**src/rtl/alu_share_arbiter_if.sv**
```systemverilog
// Bundle between the issue logic, the shared-ALU arbiter and the ALU instance.
// master = issue logic plus ALU; slave = arbiter.
interface alu_share_arbiter_if #(
    parameter int WIDTH = 64,
    parameter int CNT_W = 16
);
    logic [1:0]       req_valid;
    logic [1:0]       req_ready;
    logic [WIDTH-1:0] req0_a;
    logic [WIDTH-1:0] req0_b;
    logic [2:0]       req0_op;
    logic [WIDTH-1:0] req1_a;
    logic [WIDTH-1:0] req1_b;
    logic [2:0]       req1_op;
    logic [WIDTH-1:0] alu_a;
    logic [WIDTH-1:0] alu_b;
    logic [2:0]       alu_ctrl;
    logic [WIDTH-1:0] alu_c;
    logic             alu_zero;
    logic [1:0]       rsp_valid;
    logic [1:0]       rsp_ready;
    logic [WIDTH-1:0] rsp_data;
    logic             rsp_zero;
    logic             rsp_err;
    logic             busy;
    logic [CNT_W-1:0] op_count;

    modport master (
        output req_valid, req0_a, req0_b, req0_op, req1_a, req1_b, req1_op,
        output rsp_ready, alu_c, alu_zero,
        input  req_ready, alu_a, alu_b, alu_ctrl,
        input  rsp_valid, rsp_data, rsp_zero, rsp_err, busy, op_count
    );

    modport slave (
        input  req_valid, req0_a, req0_b, req0_op, req1_a, req1_b, req1_op,
        input  rsp_ready, alu_c, alu_zero,
        output req_ready, alu_a, alu_b, alu_ctrl,
        output rsp_valid, rsp_data, rsp_zero, rsp_err, busy, op_count
    );
endinterface

```
**src/rtl/alu_share_arbiter.sv**
```systemverilog
// Round-robin share of one combinational ALU between two requesters, one op in flight.
// Accept -> response valid two cycles later; response held until the granted requester takes it.
module alu_share_arbiter #(
    parameter int WIDTH = 64,
    parameter int CNT_W = 16
) (
    input  logic               clk,
    input  logic               rst_n,
    alu_share_arbiter_if.slave bus
);
    typedef enum logic [1:0] {
        IDLE = 2'd0,
        EXEC = 2'd1,
        RESP = 2'd2
    } state_t;

    localparam logic [2:0] OP_PASSB = 3'b100;

    state_t           state;
    logic             gnt_id;
    logic             last_gnt;
    logic             err;
    logic [WIDTH-1:0] a_q;
    logic [WIDTH-1:0] b_q;
    logic [2:0]       ctrl_q;
    logic [WIDTH-1:0] data_q;
    logic             zero_q;
    logic             err_q;
    logic [1:0]       rsp_vld_q;
    logic             busy_q;
    logic [CNT_W-1:0] cnt_q;

    logic             win;
    logic             take;
    logic [WIDTH-1:0] sel_a;
    logic [WIDTH-1:0] sel_b;
    logic [2:0]       sel_op;
    logic             illegal;

    // A lone request always wins; a tie goes to whoever was not served last.
    always_comb begin
        win     = (bus.req_valid == 2'b11) ? ~last_gnt : bus.req_valid[1];
        take    = rst_n && (state == IDLE) && (bus.req_valid != 2'b00);
        sel_a   = win ? bus.req1_a  : bus.req0_a;
        sel_b   = win ? bus.req1_b  : bus.req0_b;
        sel_op  = win ? bus.req1_op : bus.req0_op;
        illegal = (sel_op > OP_PASSB);
    end

    assign bus.req_ready = take ? (win ? 2'b10 : 2'b01) : 2'b00;
    assign bus.alu_a     = a_q;
    assign bus.alu_b     = b_q;
    assign bus.alu_ctrl  = ctrl_q;
    assign bus.rsp_valid = rsp_vld_q;
    assign bus.rsp_data  = data_q;
    assign bus.rsp_zero  = zero_q;
    assign bus.rsp_err   = err_q;
    assign bus.busy      = busy_q;
    assign bus.op_count  = cnt_q;

    always_ff @(posedge clk or negedge rst_n) begin
        if (!rst_n) begin
            state     <= IDLE;
            gnt_id    <= 1'b0;
            last_gnt  <= 1'b1;
            err       <= 1'b0;
            a_q       <= '0;
            b_q       <= '0;
            ctrl_q    <= 3'b000;
            data_q    <= '0;
            zero_q    <= 1'b0;
            err_q     <= 1'b0;
            rsp_vld_q <= 2'b00;
            busy_q    <= 1'b0;
            cnt_q     <= '0;
        end else begin
            case (state)
                IDLE: begin
                    if (take) begin
                        a_q    <= sel_a;
                        b_q    <= sel_b;
                        // Illegal ops still take a slot; the ALU just sees a harmless PASSB.
                        ctrl_q <= illegal ? OP_PASSB : sel_op;
                        err    <= illegal;
                        gnt_id <= win;
                        busy_q <= 1'b1;
                        state  <= EXEC;
                    end
                end
                EXEC: begin
                    if (err) begin
                        data_q <= '0;
                        zero_q <= 1'b1;
                        err_q  <= 1'b1;
                    end else begin
                        data_q <= bus.alu_c;
                        zero_q <= bus.alu_zero;
                        err_q  <= 1'b0;
                    end
                    rsp_vld_q <= gnt_id ? 2'b10 : 2'b01;
                    state     <= RESP;
                end
                RESP: begin
                    if (bus.rsp_ready[gnt_id]) begin
                        rsp_vld_q <= 2'b00;
                        if (cnt_q != {CNT_W{1'b1}}) begin
                            cnt_q <= cnt_q + CNT_W'(1);
                        end
                        last_gnt <= gnt_id;
                        busy_q   <= 1'b0;
                        state    <= IDLE;
                    end
                end
                default: begin
                    state  <= IDLE;
                    busy_q <= 1'b0;
                end
            endcase
        end
    end
endmodule

```
**src/flat_wrapper.sv**
```systemverilog
// flat-port wrapper written by rule: the top's interface ports become plain ports
module alu_share_arbiter_flat 
#(
    parameter int WIDTH = 64,
    parameter int CNT_W = 16
)
  (clk, rst_n, bus_req_valid, bus_req0_a, bus_req0_b, bus_req0_op, bus_req1_a, bus_req1_b, bus_req1_op, bus_rsp_ready, bus_alu_c, bus_alu_zero, bus_req_ready, bus_alu_a, bus_alu_b, bus_alu_ctrl, bus_rsp_valid, bus_rsp_data, bus_rsp_zero, bus_rsp_err, bus_busy, bus_op_count);
  alu_share_arbiter_if #(.WIDTH(WIDTH), .CNT_W(CNT_W)) bus_i ();
  input  logic clk;
  input  logic rst_n;
  input wire logic [$bits(bus_i.req_valid)-1:0] bus_req_valid;
  input wire logic [$bits(bus_i.req0_a)-1:0] bus_req0_a;
  input wire logic [$bits(bus_i.req0_b)-1:0] bus_req0_b;
  input wire logic [$bits(bus_i.req0_op)-1:0] bus_req0_op;
  input wire logic [$bits(bus_i.req1_a)-1:0] bus_req1_a;
  input wire logic [$bits(bus_i.req1_b)-1:0] bus_req1_b;
  input wire logic [$bits(bus_i.req1_op)-1:0] bus_req1_op;
  input wire logic [$bits(bus_i.rsp_ready)-1:0] bus_rsp_ready;
  input wire logic [$bits(bus_i.alu_c)-1:0] bus_alu_c;
  input wire logic [$bits(bus_i.alu_zero)-1:0] bus_alu_zero;
  output wire logic [$bits(bus_i.req_ready)-1:0] bus_req_ready;
  output wire logic [$bits(bus_i.alu_a)-1:0] bus_alu_a;
  output wire logic [$bits(bus_i.alu_b)-1:0] bus_alu_b;
  output wire logic [$bits(bus_i.alu_ctrl)-1:0] bus_alu_ctrl;
  output wire logic [$bits(bus_i.rsp_valid)-1:0] bus_rsp_valid;
  output wire logic [$bits(bus_i.rsp_data)-1:0] bus_rsp_data;
  output wire logic [$bits(bus_i.rsp_zero)-1:0] bus_rsp_zero;
  output wire logic [$bits(bus_i.rsp_err)-1:0] bus_rsp_err;
  output wire logic [$bits(bus_i.busy)-1:0] bus_busy;
  output wire logic [$bits(bus_i.op_count)-1:0] bus_op_count;
  assign bus_i.req_valid = bus_req_valid;
  assign bus_i.req0_a = bus_req0_a;
  assign bus_i.req0_b = bus_req0_b;
  assign bus_i.req0_op = bus_req0_op;
  assign bus_i.req1_a = bus_req1_a;
  assign bus_i.req1_b = bus_req1_b;
  assign bus_i.req1_op = bus_req1_op;
  assign bus_i.rsp_ready = bus_rsp_ready;
  assign bus_i.alu_c = bus_alu_c;
  assign bus_i.alu_zero = bus_alu_zero;
  assign bus_req_ready = bus_i.req_ready;
  assign bus_alu_a = bus_i.alu_a;
  assign bus_alu_b = bus_i.alu_b;
  assign bus_alu_ctrl = bus_i.alu_ctrl;
  assign bus_rsp_valid = bus_i.rsp_valid;
  assign bus_rsp_data = bus_i.rsp_data;
  assign bus_rsp_zero = bus_i.rsp_zero;
  assign bus_rsp_err = bus_i.rsp_err;
  assign bus_busy = bus_i.busy;
  assign bus_op_count = bus_i.op_count;
  alu_share_arbiter #(.WIDTH(WIDTH), .CNT_W(CNT_W)) u_core (.clk(clk), .rst_n(rst_n), .bus(bus_i));
endmodule
```
**config.mk**
```make
export PLATFORM = sky130hd
export DESIGN_NAME = alu_share_arbiter_flat
export DESIGN_NICKNAME = d
export VERILOG_FILES = /design/src/rtl/alu_share_arbiter_if.sv /design/src/rtl/alu_share_arbiter.sv /design/src/flat_wrapper.sv
export SDC_FILE = /design/constraint.sdc
export NUM_CORES = 1
export LEC_CHECK = 0
export CORE_AREA = 3 3 216 218
export DETAILED_ROUTE_END_ITERATION = 16
export DIE_AREA = 0 0 219 221
export GPL_TIMING_DRIVEN = 0
export PLACE_DENSITY_LB_ADDON = 0.1
export SKIP_LAST_GASP = 1
export SYNTH_ARGS = -nofsm -noshare
export SYNTH_HDL_FRONTEND = slang
export SYNTH_SLANG_ARGS = --single-unit
```
**constraint.sdc**
```tcl
create_clock -name clk -period 2.5 [get_ports clk]
set_input_delay 0.5 -clock clk [delete_from_list [all_inputs] [get_ports clk]]
set_output_delay 0.5 -clock clk [all_outputs]
set_load 0.01 [all_outputs]
```
# Yosys cells after proc, flatten, opt, wreduce, memory -nomap -nowiden
# Index checks and enable logic that the tools add are counted.
# op_classes
reduce_logical,11
eq_ne,6
n_mux,20
n_bitwise,2
magnitude_cmp,2
add_sub_neg,1
# ops
operator,count
two-way mux 64 bit,3
"adder 16 x 1 -> 16 bit, second input constant",1
"!= test 16 bit, second input constant",1
two-way mux 2 bit,5
AND reduction 2 bit,4
two-way mux 1 bit,7
two-way mux 3 bit,2
case mux 2 bit (3 select lines),1
AND reduction 3 bit,2
"equality test 2 bit, second input constant",2
"!= test 2 x 1 -> 1 bit, second input constant",2
case mux 2 bit (2 select lines),1
nonzero test 2 bit,2
"greater-than comparator 3 bit, second input constant",1
case mux 1 bit (3 select lines),1
"equality test 2 x 1 -> 1 bit, second input constant",1
logical AND 1 bit,2
zero test 2 bit,1
"< comparator 1 x 2 -> 1 bit, second input constant",1
NOT 1 bit,2
# word_totals
register_bits,221
input_bits,333
output_inout_bits,218
elab_cells,55

# Depth between registers and ports, before layout
# Gate-level depths: netlist (run 1).
# depth
word_depth,5
depth_mapped,7
mapped_depth_nobuf,5

# Worst setup path after synthesis (run 1)
# Ideal clock, no wire load.
# synth_timing
path_kind,input -> output
from,input port bus_req_valid[1]
to,output port bus_req_ready[1]
arrival_ns,1.227
slack_ns,0.773
t_required_ns,2.000
path_stages,4
path_buffers,2
path_cell_list,a21bo_2 buf_2 clkbuf_1 nor2_1
# synth_via
elab_chain_cells,4
elab_cells_between_ends,6
classes_between,eq/ne (1); mux (3); reduce/logical (2)
# synth_rtl
item,line,rtl
"start, declared",flat_wrapper.sv:11,input wire logic [$bits(bus_i.req_valid)-1:0] bus_req_valid;
equality test 2 bit,alu_share_arbiter.sv:42,win = (bus.req_valid == 2'b11) ? ~last_gnt : bus.req_valid[1];
two-way mux 1 bit,alu_share_arbiter.sv:42,
two-way mux 2 bit,alu_share_arbiter.sv:50,assign bus.req_ready = take ? (win ? 2'b10 : 2'b01) : 2'b00;
two-way mux 2 bit *,alu_share_arbiter.sv:50,
"end, declared",flat_wrapper.sv:21,output wire logic [$bits(bus_i.req_ready)-1:0] bus_req_ready;
# Every way passes the cells marked *; elsewhere a longest branch is shown, timed or not.

# Worst setup path after layout (run 1)
# layout_timing
from,register u_core.state[1]
to,output port bus_req_ready[1]
# layout_via
elab_chain_cells,4
# layout_rtl
item,line,rtl
"start, declared",alu_share_arbiter.sv:19,state_t state;
"start signal, assigned",alu_share_arbiter.sv:63,state <= IDLE;
"start signal, assigned",alu_share_arbiter.sv:87,state <= EXEC;
"start signal, assigned",alu_share_arbiter.sv:101,state <= RESP;
zero test 2 bit,alu_share_arbiter.sv:43,take = rst_n && (state == IDLE) && (bus.req_valid != 2'b00);
logical AND 1 bit (2 in series),alu_share_arbiter.sv:43,
two-way mux 2 bit,alu_share_arbiter.sv:50,
# Every way passes these cells.

==> results of run 1 <==
[cells in the final DEF (no fill, tap or decap), drive strengths merged, types with 3 or more instances in the layout]
cell / instances
o21ai: 71
xor2: 14
mux2: 4
o211ai: 3
buf: 57
nor3: 7
a31oi: 129
nand2: 337
and3: 3
inv: 3
clkinv: 7
nor2: 137
nand2b: 65
clkbuf: 75
diode: 5
nand3: 4
dlygate4sd3: 3
dfrtp: 220
clkdlybuf4s50: 547
nor4: 4
nand4: 5
[layout make-up]
class | count | share of cell area (%)
antenna | 5 | 0.0724
timing repair buffer | 564 | 33.4
clock buffer | 43 | 5.20
clock inverter | 8 | 0.246
inverter | 3 | 0.0651
buffer | 79 | 2.19
tap | 600 | 4.34
multi-input combinational | 798 | 22.5
sequential | 221 | 32.0
[worst max-delay path, cell delays in order (launching register included)]
cell and delay, ns:
dfrtp_1 0.40, nor2_1 0.17, o211ai_2 0.11, buf_4 0.15, nor2_1 0.17, dlygate4sd2_1 0.32
[flip-flops by register name (all words and copies together) (netlist names)]
| name | count |
|---|---|
| u_core.err | 1 |
| u_core.bus.op_count | 16 |
| u_core.bus.alu_ctrl | 3 |
| u_core.bus.rsp_zero | 1 |
| u_core.bus.alu_a | 64 |
| u_core.bus.busy | 1 |
| u_core.bus.rsp_data | 64 |
| u_core.last_gnt | 1 |
| u_core.bus.rsp_err | 1 |
| u_core.bus.alu_b | 64 |
| u_core.state | 2 |
| u_core.gnt_id | 1 |
| u_core.bus.rsp_valid | 2 |
[worst paths after layout]
| check | end | slack (ns) |
|---|---|---|
| setup / recovery | bus_req_ready[1] | 0.13 |
| hold / removal | u_core.bus.alu_ctrl[2] | 0.05 |
| setup reg to reg | u_core.bus.alu_b[57] | 0.34 |
| hold reg to reg | u_core.bus.rsp_data[37] | 0.48 |
| max in group asynchronous | u_core.bus.alu_b[17] | 1.44 |
| min in group clk | u_core.bus.rsp_data[37] | 0.48 |
[power by group through the flow]
stage | Clock, mW | Sequential, mW | Combinational [mW]
after floorplan | 0 | 6.90 | 2.57
after global routing | 4.41 | 6.42 | 9.37
after detailed placement | 0 | 6.23 | 8.69
final | 4.12 | 6.20 | 8.59
after global placement | 0 | 6.19 | 8.76
after CTS | 4.27 | 6.21 | 8.77
[what timing repair did]
item | 4_1_cts | 5_1_grt
endpoints found under the setup margin | 2 | 0
endpoints found under the hold margin | 60 | 0
hold buffers | 7 | 0
buffers inserted | 3 | 0
resized for setup | 9 | 0
[logic make-up (layout without fill, tap and decap cells)]
family | count (synthesis) | after routing
compound gates | 209 | 209
xor+xnor | 14 | 14
fa+ha+maj | 1 | 1
buf+inv | 84 | 697
flops | 221 | 221
mux | 6 | 6
other cells | 0 | 5
simple gates | 568 | 568
[routing by layer]
| metal | global-route usage (%) | vias to the layer above | part of all wire [%] |
|---|---|---|---|
| li1 | - | 4856 | - |
| met1 | 22.5 | 4801 | 40 |
| met2 | 33.9 | 363 | 49 |
| met3 | 7.15 | 61 | 9.2 |
| met4 | 3.47 | 12 | 1.6 |
| met5 | 0 | - | 0.16 |
==> summary.txt, run 1 <==
Synth
  • Post-synth top cells: nand2_1 (336), dfrtp_1 (220), nor2_1 (137), a31oi_1 (129), o21ai_0 (71)
  • Syn_area_per_cell: 8.87 um^2
  • Dominant cells by area after synthesis: dfrtp_1 (56%), nand2_1 (13%), a31oi_1 (8.2%)
  • Area share of the largest cell type after synthesis: 56.3%
  • Number of synthesized flops with an enable pin: 0
  • Synth Flop Type: dfrtp_1
  • Synth Area in Compound Gates: 12.6%
  • Synthesized cell area: 9790 um^2
  • Post-synthesis mux area share: 0.703%
  • Largest family of logic cells by synthesized area: simple AND/OR/NAND/NOR gates
  • Yosys cell types: 37
  • Most common cell in the netlist: nand2_1
  • Syn nets: 1437
  • Simple-gate share of the synthesized area: 24.8%
  • Yosys warning total: 0
  • Cell accounting for the most synthesized area: dfrtp_1
  • Post-Syn Instances: 1103
  • Fraction of registers with async set/reset: 100%
  • Xor and xnor area share after synthesis: 1.25%
  • Synthesized-area fraction occupied by adder cells: 0.128%
  • Register bit total from synthesis: 221
  • Seq/Total Area, Yosys: 56.5%

Clock tree
  • H-tree Lvls: 1
  • Total CTS buffers: 29
  • Clock sink total: 221
  • Reg clk slew, reported paths: 0.06 ns
  • Clk buf depth: 3
  • Root buf cell: clkbuf_16
  • CTS tree: yes
  • Worst-Skew Late Latency: 0.56 ns

Routing
  • Wirelength per Cell: 20.7 um
  • Via/cell ratio: 4.35
  • ANT nets after route: 0
  • DR vias: 10100
  • Initial DRC count: 573
  • First-pass detailed-route iteration total: 4
  • Drc violations: 0
  • Final wirelength: 48000 um

STA
  • Setup tns final: 0 ns
  • Tmin final: 2.37 ns
  • Fin worst setup slack: 0.132 ns
  • Final setup fails: 0
  • Final Slew Violations: 0
  • Fin. Hold Viols: 0
  • Slew HR: 48.0%
  • Clock Skew: 0.0146 ns
  • RSZ-0062 raised after global routing: no
  • Final period utilization: 94.7%
  • Max Fclk: 0.422 GHz
  • Final hold slack: 0.0490 ns
  • Least-Margin Pin Slew: 0.781 ns

Setup path
  • Critical Path Fanout Max: 4
  • Worst reg2reg path depth: 8
  • CP Capture Type: output pin
  • Crit path from: u_core.state[1]
  • Worst EP arrival: 1.87 ns
  • CP startpoint kind: flop
  • FF-to-FF Start: u_core.state[1]
  • Worst EP required: 2.00 ns
  • Critical path class: reg -> out

Final layout
  • Non-Filler Instances: 2321
  • Multi-input gate area: 3880 um^2
  • Filler instances: 4661
  • Area grow syn2layout: 76.6%
  • Layout cells sized above 1: 7.28%
  • Post-layout util: 38.3%
  • Final instance area: 17300 um^2
  • Reg area: 5530 um^2
  • Nets: 2030

Placed design
  • Setup Slack @ Placement: -0.723 ns
  • Final GP Congestion: 0.825
  • Buffers on Ports: 550
  • Placed cells: 2255
  • Post-place instance area: 16100 um^2
  • Detailed placement HPWL: 36600 um

Global route
  • Global-route wire length before repair: 70800 um
  • Overall routing resource usage: 19.2%
  • Initial antenna violation count: 12
  • Number of global-route vias before repair: 10600
  • Largest net degree at the start of global routing: 80
  • Total grt overflow: 0

Pwr
  • Comb power frac: 45.4%
  • Sw frac: 35.8%
  • Internal power: 12.1 mW
  • Switching pwr: 6.77 mW
  • Tot Pwr: 18.9 mW
  • Pwr per Cell Area: 1090 nW/um^2
  • VDD IR max: 0.410 mV
  • Reg power frac: 32.8%
  • Clock power frac: 21.8%
  • LEAKAGE: 7.23 nW

Floorplanning
  • Row cnt: 78
  • Core Footprint: 45100 um^2
  • Ports: 551
  • Die W: 219 um
  • Die Area: 48400 um^2
  • Die H: 221 um
  • Initial Util: 21.7%

Hold path
  • Hold Crit Class: in -> async

Run
  • Maximum capacitance violations: 0

Outcome
  • Status: complete, no violations
Power figures use the tool's default switching activity.
==> run 2: changes to the inputs <==
--- a/config.mk
+++ b/config.mk
@@ -5,9 +5,9 @@
 export SDC_FILE = /design/constraint.sdc
 export NUM_CORES = 1
 export LEC_CHECK = 0
-export CORE_AREA = 3 3 216 218
+export CORE_AREA = 3 3 211 213
 export DETAILED_ROUTE_END_ITERATION = 16
-export DIE_AREA = 0 0 219 221
+export DIE_AREA = 0 0 214 216
 export GPL_TIMING_DRIVEN = 0
 export PLACE_DENSITY_LB_ADDON = 0.1
 export SKIP_LAST_GASP = 1
==> constraint.sdc (replaced) <==
create_clock -name clk -period 2.6 [get_ports clk]
set_input_delay 0.52 -clock clk [delete_from_list [all_inputs] [get_ports clk]]
set_output_delay 0.52 -clock clk [all_outputs]
set_load 0.01 [all_outputs]
==> run 2 against run 1 <==
Final cell count shrank 0.99%. First-iteration DRC count shrank 20%. Sequential share of layout area is 0.22 points higher. Worst setup slack improved by 0.0012 ns. Wire length fell by 2.5%. Highest routed layer unchanged.
==> summary.txt, run 2 (synthesis gave the netlist of run 1 again) <==
Global route
  • Total grt overflow: 0
  • Number of global-route vias before repair: 10600
  • Global-route wire length before repair: 70000 um
  • Initial antenna violation count: 14
  • Largest net degree at the start of global routing: 103
  • Overall routing resource usage: 19.7%

Pwr
  • Internal power: 11.8 mW
  • LEAKAGE: 7.20 nW
  • Pwr per Cell Area: 1060 nW/um^2
  • Clock power frac: 22.6%
  • Reg power frac: 32.6%
  • Comb power frac: 44.8%
  • Sw frac: 35.3%
  • VDD IR max: 0.429 mV
  • Switching pwr: 6.46 mW

STA
  • RSZ-0062 raised after global routing: no
  • Fin worst setup slack: 0.133 ns
  • Tmin final: 2.47 ns
  • Fin. Hold Viols: 0
  • Clock Skew: 0.00751 ns
  • Max Fclk: 0.405 GHz
  • Final setup fails: 0
  • Final period utilization: 94.9%
  • Least-Margin Pin Slew: 0.716 ns
  • Slew HR: 52.1%
  • Final Slew Violations: 0

Clock tree
  • Total CTS buffers: 29
  • Clock sink total: 221
  • Clk buf depth: 3
  • CTS tree: yes
  • Reg clk slew, reported paths: 0.06 ns
  • H-tree Lvls: 1
  • Worst-Skew Late Latency: 0.55 ns
  • Root buf cell: clkbuf_16

Setup path
  • Critical path cell sequence: clkdlybuf4s50_1 -> a21bo_2 -> nor2_1 -> dlygate4sd2_1
  • CP startpoint kind: input port
  • Worst EP required: 2.08 ns
  • Crit path from: bus_req_valid[0]
  • Worst path max stage delay: 0.61 ns
  • Worst EP arrival: 1.95 ns
  • Slowest CP cell: clkdlybuf4s50_1
  • CP Capture Type: output pin
  • Critical path class: in -> out
  • FF-to-FF Start: u_core.last_gnt
  • Critical Path Fanout Max: 15

Outcome
  • Status: complete, no violations

Floorplanning
  • Core Footprint: 42900 um^2
  • Die W: 214 um
  • Initial Util: 22.8%
  • Die H: 216 um
  • Ports: 551
  • Die Area: 46200 um^2
  • Row cnt: 76

Routing
  • First-pass detailed-route iteration total: 5
  • Via/cell ratio: 4.36
  • Final wirelength: 46700 um
  • Initial DRC count: 458
  • Drc violations: 0
  • DR vias: 10000
  • Wirelength per Cell: 20.3 um
  • ANT nets after route: 0

Final layout
  • Area grow syn2layout: 75.4%
  • Layout cells sized above 1: 7.02%
  • Most common cell after layout, fill and taps aside: clkdlybuf4s50_1
  • Most frequent cells in the layout: clkdlybuf4s50_1 (547), nand2_1 (336), dfrtp_1 (220), nor2_1 (137), a31oi_1 (129)
  • Filler instances: 4386
  • Nets: 2022
  • Post-layout util: 40.0%

Placed design
  • Setup Slack @ Placement: -0.635 ns
  • Buffers on Ports: 550
  • Final GP Congestion: 0.840
  • Detailed placement HPWL: 36000 um

Run
  • Maximum capacitance violations: 0

Hold path
  • Hold Crit Class: in -> async
[run 2: cell count changes in the layout (fill, tap and decap cells not counted), moves of 2 or more]
cell / change
dlygate4sd3_1: -2
bufinv_16: +3
clkinv_2: +3
buf_12: -3
buf_4: -2
clkbuf_8: -5
diode_2: -2
[run 2: worst paths after layout]
check | end | slack (ns) | depth (start not counted)
min reg2reg | u_core.bus.rsp_data[47] | 0.48 | 2
max in group asynchronous | u_core.state[0] | 1.52 | 2
max reg2reg | u_core.bus.alu_b[62] | 0.52 | 5
min in group clk | u_core.bus.busy | 0.45 | 4
max | bus_req_ready[1] | 0.13 | 4
min | u_core.bus.rsp_data[8] | 0.004 | 2
[run 2: per-layer routing]
layer	vias up	track usage [%]	share of wire, %
met5	-	0	0.21
met4	16	4.18	1.9
li1	4849	-	-
met2	377	34.3	49
met1	4710	23.0	39
met3	74	7.90	9.5
[run 2: critical path: cells and delay by family]
kind            cells  cell delay [ns]
compound gates      1             0.40
buf+inv             2             0.93
simple gates        1             0.09
[run 2: what timing repair did]
| action | CTS | global route |
|---|---|---|
| hold buffers | 2 | 0 |
| gates resized for setup | 5 | 2 |
| buffers inserted | 0 | 1 |
| endpoints found under the setup margin | 2 | 2 |
| endpoints found under the hold margin | 16 | 0 |
| cloned | 1 | 0 |
[run 2: stage by stage]
stage          TNS [ns]  instances  area, um^2  power, mW  hold WS (ns)
3_3_place_gp   -3568.61       2238       16000       14.3         0.462
3_5_place_dp     -30.24       2240       16100       14.3         0.362
6_report              0       2298       17200       18.3       0.00436
4_1_cts          -0.162       2295       17100       18.6        0.0515
5_1_grt               0       2297       17200       19.5        0.0514
2_1_floorplan         0       1103        9790       9.10         0.224
[run 2: power by group through the flow]
| stage | sequential (mW) | combinational (mW) | clock (mW) |
|---|---|---|---|
| after floorplan | 6.63 | 2.47 | 0 |
| after global placement | 5.95 | 8.35 | 0 |
| after detailed placement | 5.99 | 8.32 | 0 |
| after CTS | 5.97 | 8.36 | 4.28 |
| after global routing | 6.18 | 8.93 | 4.42 |
| final | 5.96 | 8.18 | 4.13 |
[run 2: cell type report]
cell class | count | area, um^2 | area share (%)
antenna | 3 | 7.51 | 0.0437
buffer | 79 | 378 | 2.20
clock buffer | 39 | 833 | 4.85
clock inverter | 14 | 149 | 0.867
inverter | 3 | 11.3 | 0.0656
multi-input combinational | 798 | 3880 | 22.6
sequential | 221 | 5530 | 32.2
tap | 585 | 732 | 4.26
timing repair buffer | 556 | 5640 | 32.9
